[config.mk]
export PLATFORM = sky130hd
export DESIGN_NAME = pulse_cmd_fifo
export DESIGN_NICKNAME = d
export VERILOG_FILES = /design/src/rtl/pulse_cmd_fifo.sv
export SDC_FILE = /design/constraint.sdc
export NUM_CORES = 1
export LEC_CHECK = 0
export CELL_PAD_IN_SITES_DETAIL_PLACEMENT = 0
export CELL_PAD_IN_SITES_GLOBAL_PLACEMENT = 1
export CORE_ASPECT_RATIO = 1.1
export CORE_MARGIN = 2
export CORE_UTILIZATION = 30
export CTS_BUF_LIST = sky130_fd_sc_hd__clkbuf_16
export CTS_CLUSTER_DIAMETER = 100
export DETAILED_ROUTE_END_ITERATION = 10
export HOLD_SLACK_MARGIN = 0.02
export MAX_ROUTING_LAYER = met4
export PLACE_DENSITY = 0.59
export SKIP_CTS_REPAIR_TIMING = 1
export SLEW_MARGIN = 10
export SYNTH_ARGS = -nofsm -noshare
export SYNTH_HDL_FRONTEND = slang
export SYNTH_SLANG_ARGS = --single-unit
[constraint.sdc]
create_clock -name clk -period 18.72 [get_ports clk]
set_input_delay 3.744 -clock clk [delete_from_list [all_inputs] [get_ports clk]]
set_output_delay 3.744 -clock clk [all_outputs]
set_load 0.005 [all_outputs]
[src/rtl/pulse_cmd_fifo.sv]
// Command buffer between the processor core's pulse strobe and the downstream element interface.
// First-word-fall-through FIFO with a registered head word and sticky overflow accounting.
module pulse_cmd_fifo #(
   parameter int CMD_WIDTH      = 72,
   parameter int DEPTH          = 8,
   parameter int DROP_CNT_WIDTH = 8
) (
   input  logic                      clk,
   input  logic                      reset,
   input  logic [CMD_WIDTH-1:0]      cmd_in,
   input  logic                      cstrobe_in,
   output logic [CMD_WIDTH-1:0]      cmd_data,
   output logic                      cmd_valid,
   input  logic                      cmd_ready,
   output logic [$clog2(DEPTH):0]    level,
   output logic                      full,
   output logic                      overflow,
   output logic [DROP_CNT_WIDTH-1:0] drop_count,
   input  logic                      clr_overflow
);

   localparam int AW = $clog2(DEPTH);
   localparam int LW = AW + 1;
   localparam int DW = DROP_CNT_WIDTH;

   logic [CMD_WIDTH-1:0] r_mem [DEPTH];
   logic [AW-1:0]        r_rdPtr;
   logic [AW-1:0]        r_wrPtr;
   logic [LW-1:0]        r_level;
   logic [CMD_WIDTH-1:0] r_cmdData;
   logic                 r_overflow;
   logic [DW-1:0]        r_dropCount;

   logic                 w_full;
   logic                 w_pop;
   logic                 w_push;
   logic                 w_drop;
   logic [AW-1:0]        w_nextRd;
   logic [LW-1:0]        w_levelNext;

   assign w_full   = (r_level == LW'(DEPTH));
   assign w_pop    = (r_level != '0) && cmd_ready;
   assign w_push   = cstrobe_in && (!w_full || w_pop);
   assign w_drop   = cstrobe_in && w_full && !w_pop;
   assign w_nextRd = w_pop ? r_rdPtr + AW'(1) : r_rdPtr;

   always_comb begin
      w_levelNext = r_level;
      case ({w_push, w_pop})
         2'b10:   w_levelNext = r_level + LW'(1);
         2'b01:   w_levelNext = r_level - LW'(1);
         default: w_levelNext = r_level;
      endcase
   end

   always_ff @(posedge clk) begin
      if (reset && w_push) begin
         r_mem[r_wrPtr] <= cmd_in;
      end
   end

   always_ff @(posedge clk) begin
      if (!reset) begin
         r_rdPtr <= '0;
         r_wrPtr <= '0;
         r_level <= '0;
      end else begin
         r_rdPtr <= w_nextRd;
         if (w_push) begin
            r_wrPtr <= r_wrPtr + AW'(1);
         end
         r_level <= w_levelNext;
      end
   end

   // Head register: when the new head is the slot being written this edge, take cmd_in directly.
   always_ff @(posedge clk) begin
      if (!reset) begin
         r_cmdData <= '0;
      end else if (w_push && (w_nextRd == r_wrPtr)) begin
         r_cmdData <= cmd_in;
      end else if (w_levelNext != '0) begin
         r_cmdData <= r_mem[w_nextRd];
      end
   end

   always_ff @(posedge clk) begin
      if (!reset) begin
         r_overflow  <= 1'b0;
         r_dropCount <= '0;
      end else if (w_drop) begin
         r_overflow  <= 1'b1;
         if (clr_overflow) begin
            r_dropCount <= DW'(1);
         end else if (r_dropCount != '1) begin
            r_dropCount <= r_dropCount + DW'(1);
         end
      end else if (clr_overflow) begin
         r_overflow  <= 1'b0;
         r_dropCount <= '0;
      end
   end

   assign cmd_data   = r_cmdData;
   assign cmd_valid  = (r_level != '0);
   assign level      = r_level;
   assign full       = w_full;
   assign overflow   = r_overflow;
   assign drop_count = r_dropCount;

endmodule

==> results.json, run 1 <==
{
  "die_w_um": 321,
  "path_cells": "clkdlybuf4s50_1 -> o41ai_4 -> buf_12 -> nor2_1 -> xor2_1 -> ha_1 -> inv_1 -> a32oi_1 -> a2bb2oi_1 -> a221o_4 -> buf_4 -> o221ai_1",
  "first_pass_iters": 5,
  "postLayoutCoreUtil_pct": 35.3,
  "p_comb_share_pct": 35.4,
  "r2r_start": "r_rdPtr[1]$_SDFF_PN0_",
  "rsz0062_at_grt": "false",
  "drt-initial-drc-count": 1245,
  "setup_tns_ps": 0,
  "start_kind": "input pin",
  "cp_slowest_cell": "buf_4",
  "gr-total-overflow": 0,
  "post_drt_via_cell_ratio": 5.05,
  "initial_utilization_pct": 30.3,
  "crit_arrival_ps": 8170,
  "port_buffers": 163,
  "grt_max_degree": 262,
  "worstSetupEndpointType": "flop",
  "min_from": "overflow$_SDFFE_PN0P_",
  "hold_viol": 0,
  "synth_area_per_cell_um2": 13.7,
  "multiInputGateArea_mm2": 0.0129,
  "hold_path_end": "overflow$_SDFFE_PN0P_",
  "remaining_drc_errors": 0,
  "cts_tree": "built",
  "cap_violations": 0,
  "layout-drive-gt1-share_pct": 20.7,
  "netlist.area_leader.share_pct": 52.3,
  "die_area_mm2": 0.113,
  "dieHeight_um": 352,
  "ios": 164,
  "clk_pin_slew_ps": 60,
  "fin_area_mm2": 0.0386,
  "ant_nets": 0,
  "ys_seq_area_share_pct": 57.8,
  "peakVddDrop_mv": 0.0916,
  "power.density_mw_per_mm2": 132,
  "r2r_cells": 7,
  "grt_pass1_wl_um": 130000,
  "antenna_found_initial": 8,
  "syn_area_mm2": 0.0331,
  "ff_latch_area_mm2": 0.0191,
  "path_max_fanout": 261,
  "num_vias": 20171,
  "synthArstFlopShare_pct": 0,
  "finalNetCount": 2584,
  "syn-num-nets": 2489,
  "placed_area_mm2": 0.0361,
  "fill_cells": 10281,
  "power_frac_clock_pct": 29.1,
  "core.rowCount": 127,
  "yosys_warnings": 0,
  "seq_power_share_pct": 35.5,
  "critPathKind": "input pin to flop",
  "power_leakage_nw": 12.4,
  "intPower_mw": 3.42,
  "outcome": "finished clean",
  "first_global_vias": 21001,
  "critPathRequiredTime_ps": 19180,
  "synth_edf_count": 576,
  "grt_util_all_layers_pct": 15.7,
  "clock_latency_ps": 630,
  "routedWlPerCell_um": 22.0,
  "numCtsBuffers": 76,
  "power_switching_mw": 1.68,
  "synth_cell_types": 57,
  "hold_depth": 2,
  "htreeDepth": 3,
  "worst_pin_slew_ps": 1070,
  "slew_viol_final": 0,
  "hpwlAfterDp_um": 47800,
  "r2r_end": "cmd_data[19]$_SDFFE_PN0P_",
  "swShare_pct": 33.0,
  "synth_common_cells": "edfxtp_1, nand2_1, mux2i_1",
  "root_buffer": "clkbuf_16",
  "synth_most_common_cell": "edfxtp_1",
  "relSlewSlack_pct": 28.6,
  "worst-path-buf-inv": 4,
  "rrSetupSlack_ps": 13940,
  "maxClockFrequency_mhz": 130,
  "clk_path_buf_depth": 3,
  "max_stage_delay_ps": 810,
  "setup_viol": 0,
  "fin_crit_sh_pct": 41.2,
  "synthCells": 2408,
  "crit_family": "buffers and inverters",
  "ys_seq_elements": 667,
  "yosysTopAreaCell": "edfxtp_1",
  "drt-total-wl_um": 87600,
  "gp_congestion": 0.730,
  "min_period_ps": 7710,
  "netlist_top_cells_area": "edfxtp_1, mux2_2, mux2i_1",
  "cts.sink_count": 667,
  "min_path_type": "flop to flop",
  "area_growth_syn_to_layout_pct": 16.6,
  "synth_ff_type": "edfxtp_1",
  "skew_ps": 23.1,
  "core_mm2": 0.109
}
[registers in the layout (all words and copies together), names as in the netlist]
register / flops
r_rdPtr: 3
overflow: 1
r_wrPtr: 3
r_mem: 576
drop_count: 8
level: 4
cmd_data: 72
[kinds of logic (layout without fill, tap and decap cells)]
logic type	count (synthesis)	in the layout	synth area share, %
xor gates and xnor gates	12	12	0.374
adders and majority gates	4	4	0.151
other	0	7	0
buffers and inverters	270	427	3.51
and+or+nand+nor	428	428	5.48
AOI/OAI and AO/OA	382	382	8.30
muxes	645	645	24.4
DFF	667	667	57.8
[worst register-to-register path, cell delays in order, from the launching register on]
cell and delay [ps]:
dfxtp_4 860, ha_4 880, nor2b_1 90, o21ai_0 310
o211a_4 610, a221o_4 790, buf_4 820, o221ai_1 260
[metal layers]
layer,part of all wire [%],vias up,track usage [%],routed length (µm)
li1,-,9398,-,-
met5,0,-,-,0
met4,2.0,0,4.51,1710
met1,43,10333,18.6,37700
met2,51,329,27.4,45100
met3,3.6,111,2.37,3130
[layout by cell type (no fill, tap or decap), types with 3 or more instances in the layout]
| cell | instances |
|---|---|
| inv_1 | 99 |
| buf_4 | 36 |
| dfxtp_1 | 89 |
| clkdlybuf4s50_1 | 163 |
| mux2_2 | 280 |
| nor2_1 | 22 |
| ha_1 | 3 |
| o221ai_2 | 70 |
| clkbuf_16 | 80 |
| diode_2 | 7 |
| o21ai_0 | 281 |
| and3_1 | 4 |
| clkinv_2 | 18 |
| nand2_1 | 287 |
| mux2i_1 | 285 |
| edfxtp_1 | 576 |
| nand4_1 | 3 |
| nor2_4 | 6 |
| a21oi_1 | 7 |
| nand2b_1 | 7 |
| nor3_1 | 4 |
| nand3_1 | 77 |
| nor2b_1 | 6 |
| clkinv_8 | 3 |
| mux4_2 | 9 |
| xor2_1 | 7 |
| clkinvlp_4 | 6 |
| mux4_1 | 71 |
| clkinv_1 | 12 |
| xnor2_1 | 4 |
| bufinv_16 | 7 |
[final cells by class]
type                            instances  area share, %
Multi-Input combinational cell       1471           33.4
Tap cell                             1419           4.60
Clock buffer                           80           5.19
Sequential cell                       667           49.6
Inverter                               86          0.837
Timing Repair Buffer                  201           5.03
Antenna cell                            7         0.0454
Clock inverter                         60           1.29
[power groups by stage]
stage                     logic, mW  clock network, mW  registers [mW]
after floorplan                1.38                  0            1.77
after global placement         1.80                  0            1.84
after detailed placement       1.84                  0            1.84
after CTS                      1.84               1.53            1.81
after global routing           1.98               1.58            1.82
final                          1.81               1.49            1.81
[through the flow]
stage / total power [mW] / std cells / hold WS, ps / setup slack, ps
4_1_cts: 5.18 / 3984 / 488 / 10830
6_report: 5.10 / 3991 / 476 / 11010
3_5_place_dp: 3.68 / 3844 / 477 / 10160
5_1_grt: 5.39 / 3991 / 514 / 10630
3_3_place_gp: 3.64 / 3844 / 474 / 10180
2_1_floorplan: 3.15 / 2408 / 466 / 8530
[how the worst max path moves through the flow]
stage                                end      start  slack [ps]  depth (start not counted)
5_1_grt        cmd_data[19]$_SDFFE_PN0P_  cmd_ready       10630                         12
4_1_cts        cmd_data[19]$_SDFFE_PN0P_  cmd_ready       10830                         12
6_report       cmd_data[19]$_SDFFE_PN0P_  cmd_ready       11010                         12
3_3_place_gp   cmd_data[19]$_SDFFE_PN0P_  cmd_ready       10180                         12
2_1_floorplan      r_mem[4][0]$_DFFE_PP_  cmd_ready        8530                          5
3_5_place_dp   cmd_data[19]$_SDFFE_PN0P_  cmd_ready       10160                         12
No activity file was read; power rests on OpenSTA's default activity.
==> run 2, diff against run 1 <==
Settings changed: PLACE_DENSITY 0.59 to 0.61.
Clock period 18.72 ns to 6.3 ns, I/O delays scaled along.
==> run 2 against run 1 <==
Net effect:
- first-iteration DRC count down 4.7%
- clock-buffer cell count down 2
- sequential share of layout area about the same
- register-to-register slack worse by 12000 ps
- clock power rose to 2.7 times the previous value
- via count about the same
- sequential power rose to 2.9 times the previous value
- design area about the same
- final cell count about the same
- worst setup slack worse by 9400 ps
==> results.json, run 2 (synthesis gave the netlist of run 1 again) <==
{
  "outcome": "finished clean",
  "die_area_mm2": 0.113,
  "max_stage_delay_ps": 930,
  "rsz0062_at_grt": "false",
  "slew_viol_final": 0,
  "hpwlAfterDp_um": 47800,
  "finalNetCount": 2583,
  "fin_crit_sh_pct": 75.1,
  "die_w_um": 321,
  "post_drt_via_cell_ratio": 5.05,
  "clock_latency_ps": 630,
  "gp_congestion": 0.738,
  "port_buffers": 163,
  "p_comb_share_pct": 37.1,
  "drt-total-wl_um": 88300,
  "final_common_cell": "edfxtp_1",
  "clk_path_buf_depth": 3,
  "grt_max_degree": 233,
  "critPathKind": "flop to flop",
  "htreeDepth": 3,
  "root_buffer": "clkbuf_16",
  "grt_pass1_wl_um": 132000,
  "power.density_mw_per_mm2": 385,
  "core_mm2": 0.109,
  "fill_cells": 10308,
  "ff_latch_area_mm2": 0.0191,
  "first_pass_iters": 5,
  "hold_viol": 0,
  "grt_util_all_layers_pct": 15.9,
  "relSlewSlack_pct": 23.1,
  "power_switching_mw": 4.97,
  "core.rowCount": 127,
  "intPower_mw": 9.87,
  "setup_viol": 0,
  "drt-initial-drc-count": 1187,
  "worst_pin_slew_ps": 1150,
  "cp_slowest_cell": "buf_4",
  "num_vias": 20152,
  "numCtsBuffers": 75,
  "critPathRequiredTime_ps": 6830,
  "remaining_drc_errors": 0,
  "path_max_fanout": 154,
  "min_path_type": "flop to flop",
  "power_mw": 14.8,
  "cts_tree": "built",
  "hold_depth": 2,
  "multiInputGateArea_mm2": 0.0129,
  "ant_nets": 0,
  "antenna_found_initial": 10,
  "peakVddDrop_mv": 0.314,
  "worstSetupEndpointType": "flop",
  "maxClockFrequency_mhz": 211,
  "largest_reg_flops": 576,
  "clk_pin_slew_ps": 60,
  "crit_arrival_ps": 5270,
  "layout-drive-gt1-share_pct": 19.9,
  "initial_utilization_pct": 30.3,
  "gr-total-overflow": 0,
  "layout_common_cells": "edfxtp_1, nand2_1, mux2i_1, o21ai_0, mux2_2",
  "power_frac_clock_pct": 27.2,
  "first_global_vias": 21329,
  "min_period_ps": 4730,
  "cts.sink_count": 667,
  "path_cells": "ha_4 -> buf_12 -> buf_4 -> mux2_2 -> o21ai_0 -> mux4_1 -> o221ai_2",
  "placed_area_mm2": 0.0363,
  "skew_ps": 24.1,
  "r2r_cells": 7,
  "dieHeight_um": 352,
  "area_growth_syn_to_layout_pct": 16.6,
  "power_leakage_nw": 12.4,
  "routedWlPerCell_um": 22.1,
  "seq_power_share_pct": 35.7,
  "start_kind": "flop",
  "ios": 164,
  "cap_violations": 0,
  "fin_area_mm2": 0.0386,
  "top_register": "r_mem",
  "setup_tns_ps": 0,
  "swShare_pct": 33.5
}
-- run 2: power by group through the flow --
stage,Clock [mW],Sequential [mW],Combinational (mW)
after floorplan,0,5.26,4.10
after global placement,0,5.40,5.46
after detailed placement,0,5.41,5.58
after CTS,4.18,5.32,5.59
after global routing,4.34,5.33,6.03
final,4.04,5.30,5.50
-- run 2: path summary, 6_finish.rpt --
path                                            start                        end  slack (ps)
worst min-delay path            overflow$_SDFFE_PN0P_      overflow$_SDFFE_PN0P_         490
worst max register to register  r_rdPtr[1]$_SDFF_PN0_  cmd_data[35]$_SDFFE_PN0P_        1570
worst min register to register  overflow$_SDFFE_PN0P_      overflow$_SDFFE_PN0P_         490
worst max-delay path            r_rdPtr[1]$_SDFF_PN0_  cmd_data[35]$_SDFFE_PN0P_        1570
-- run 2: per-layer routing --
layer	part of all wire, %	track usage (%)	wire, µm
met5	0	-	0
met4	2.6	5.45	2330
met2	51	27.4	44900
met1	42	18.9	37500
met3	4.0	2.41	3570
-- run 2: cell type report --
| cell class | instances | area share [%] |
|---|---|---|
| well taps | 1419 | 4.60 |
| inverters | 86 | 0.837 |
| clock inverters | 60 | 0.801 |
| repair buffers | 201 | 5.62 |
| clock buffers | 78 | 5.06 |
| diodes | 8 | 0.0519 |
| flip-flops and latches | 667 | 49.6 |
| multi-input cells | 1471 | 33.5 |
-- run 2: worst max-delay path: cells and delay by family, from the launching register on --
kind,cells,cell delay (ps)
AO/OA/AOI/OAI,2,240
adder cells (fa/ha/maj),1,870
buffers and inverters,2,1650
flip-flops,1,800
multiplexers,2,890
-- run 2: metrics by stage --
step           worst slack (ps)  util, %  hold WS (ps)  instances
6_report                   1570     35.3           488       3990
5_1_grt                    1250     35.3           535       3990
4_1_cts                    1500     35.3           500       3982
3_5_place_dp               1030     33.3           492       3844
3_3_place_gp               1020     33.3           480       3844
2_1_floorplan               521        -           466       2408
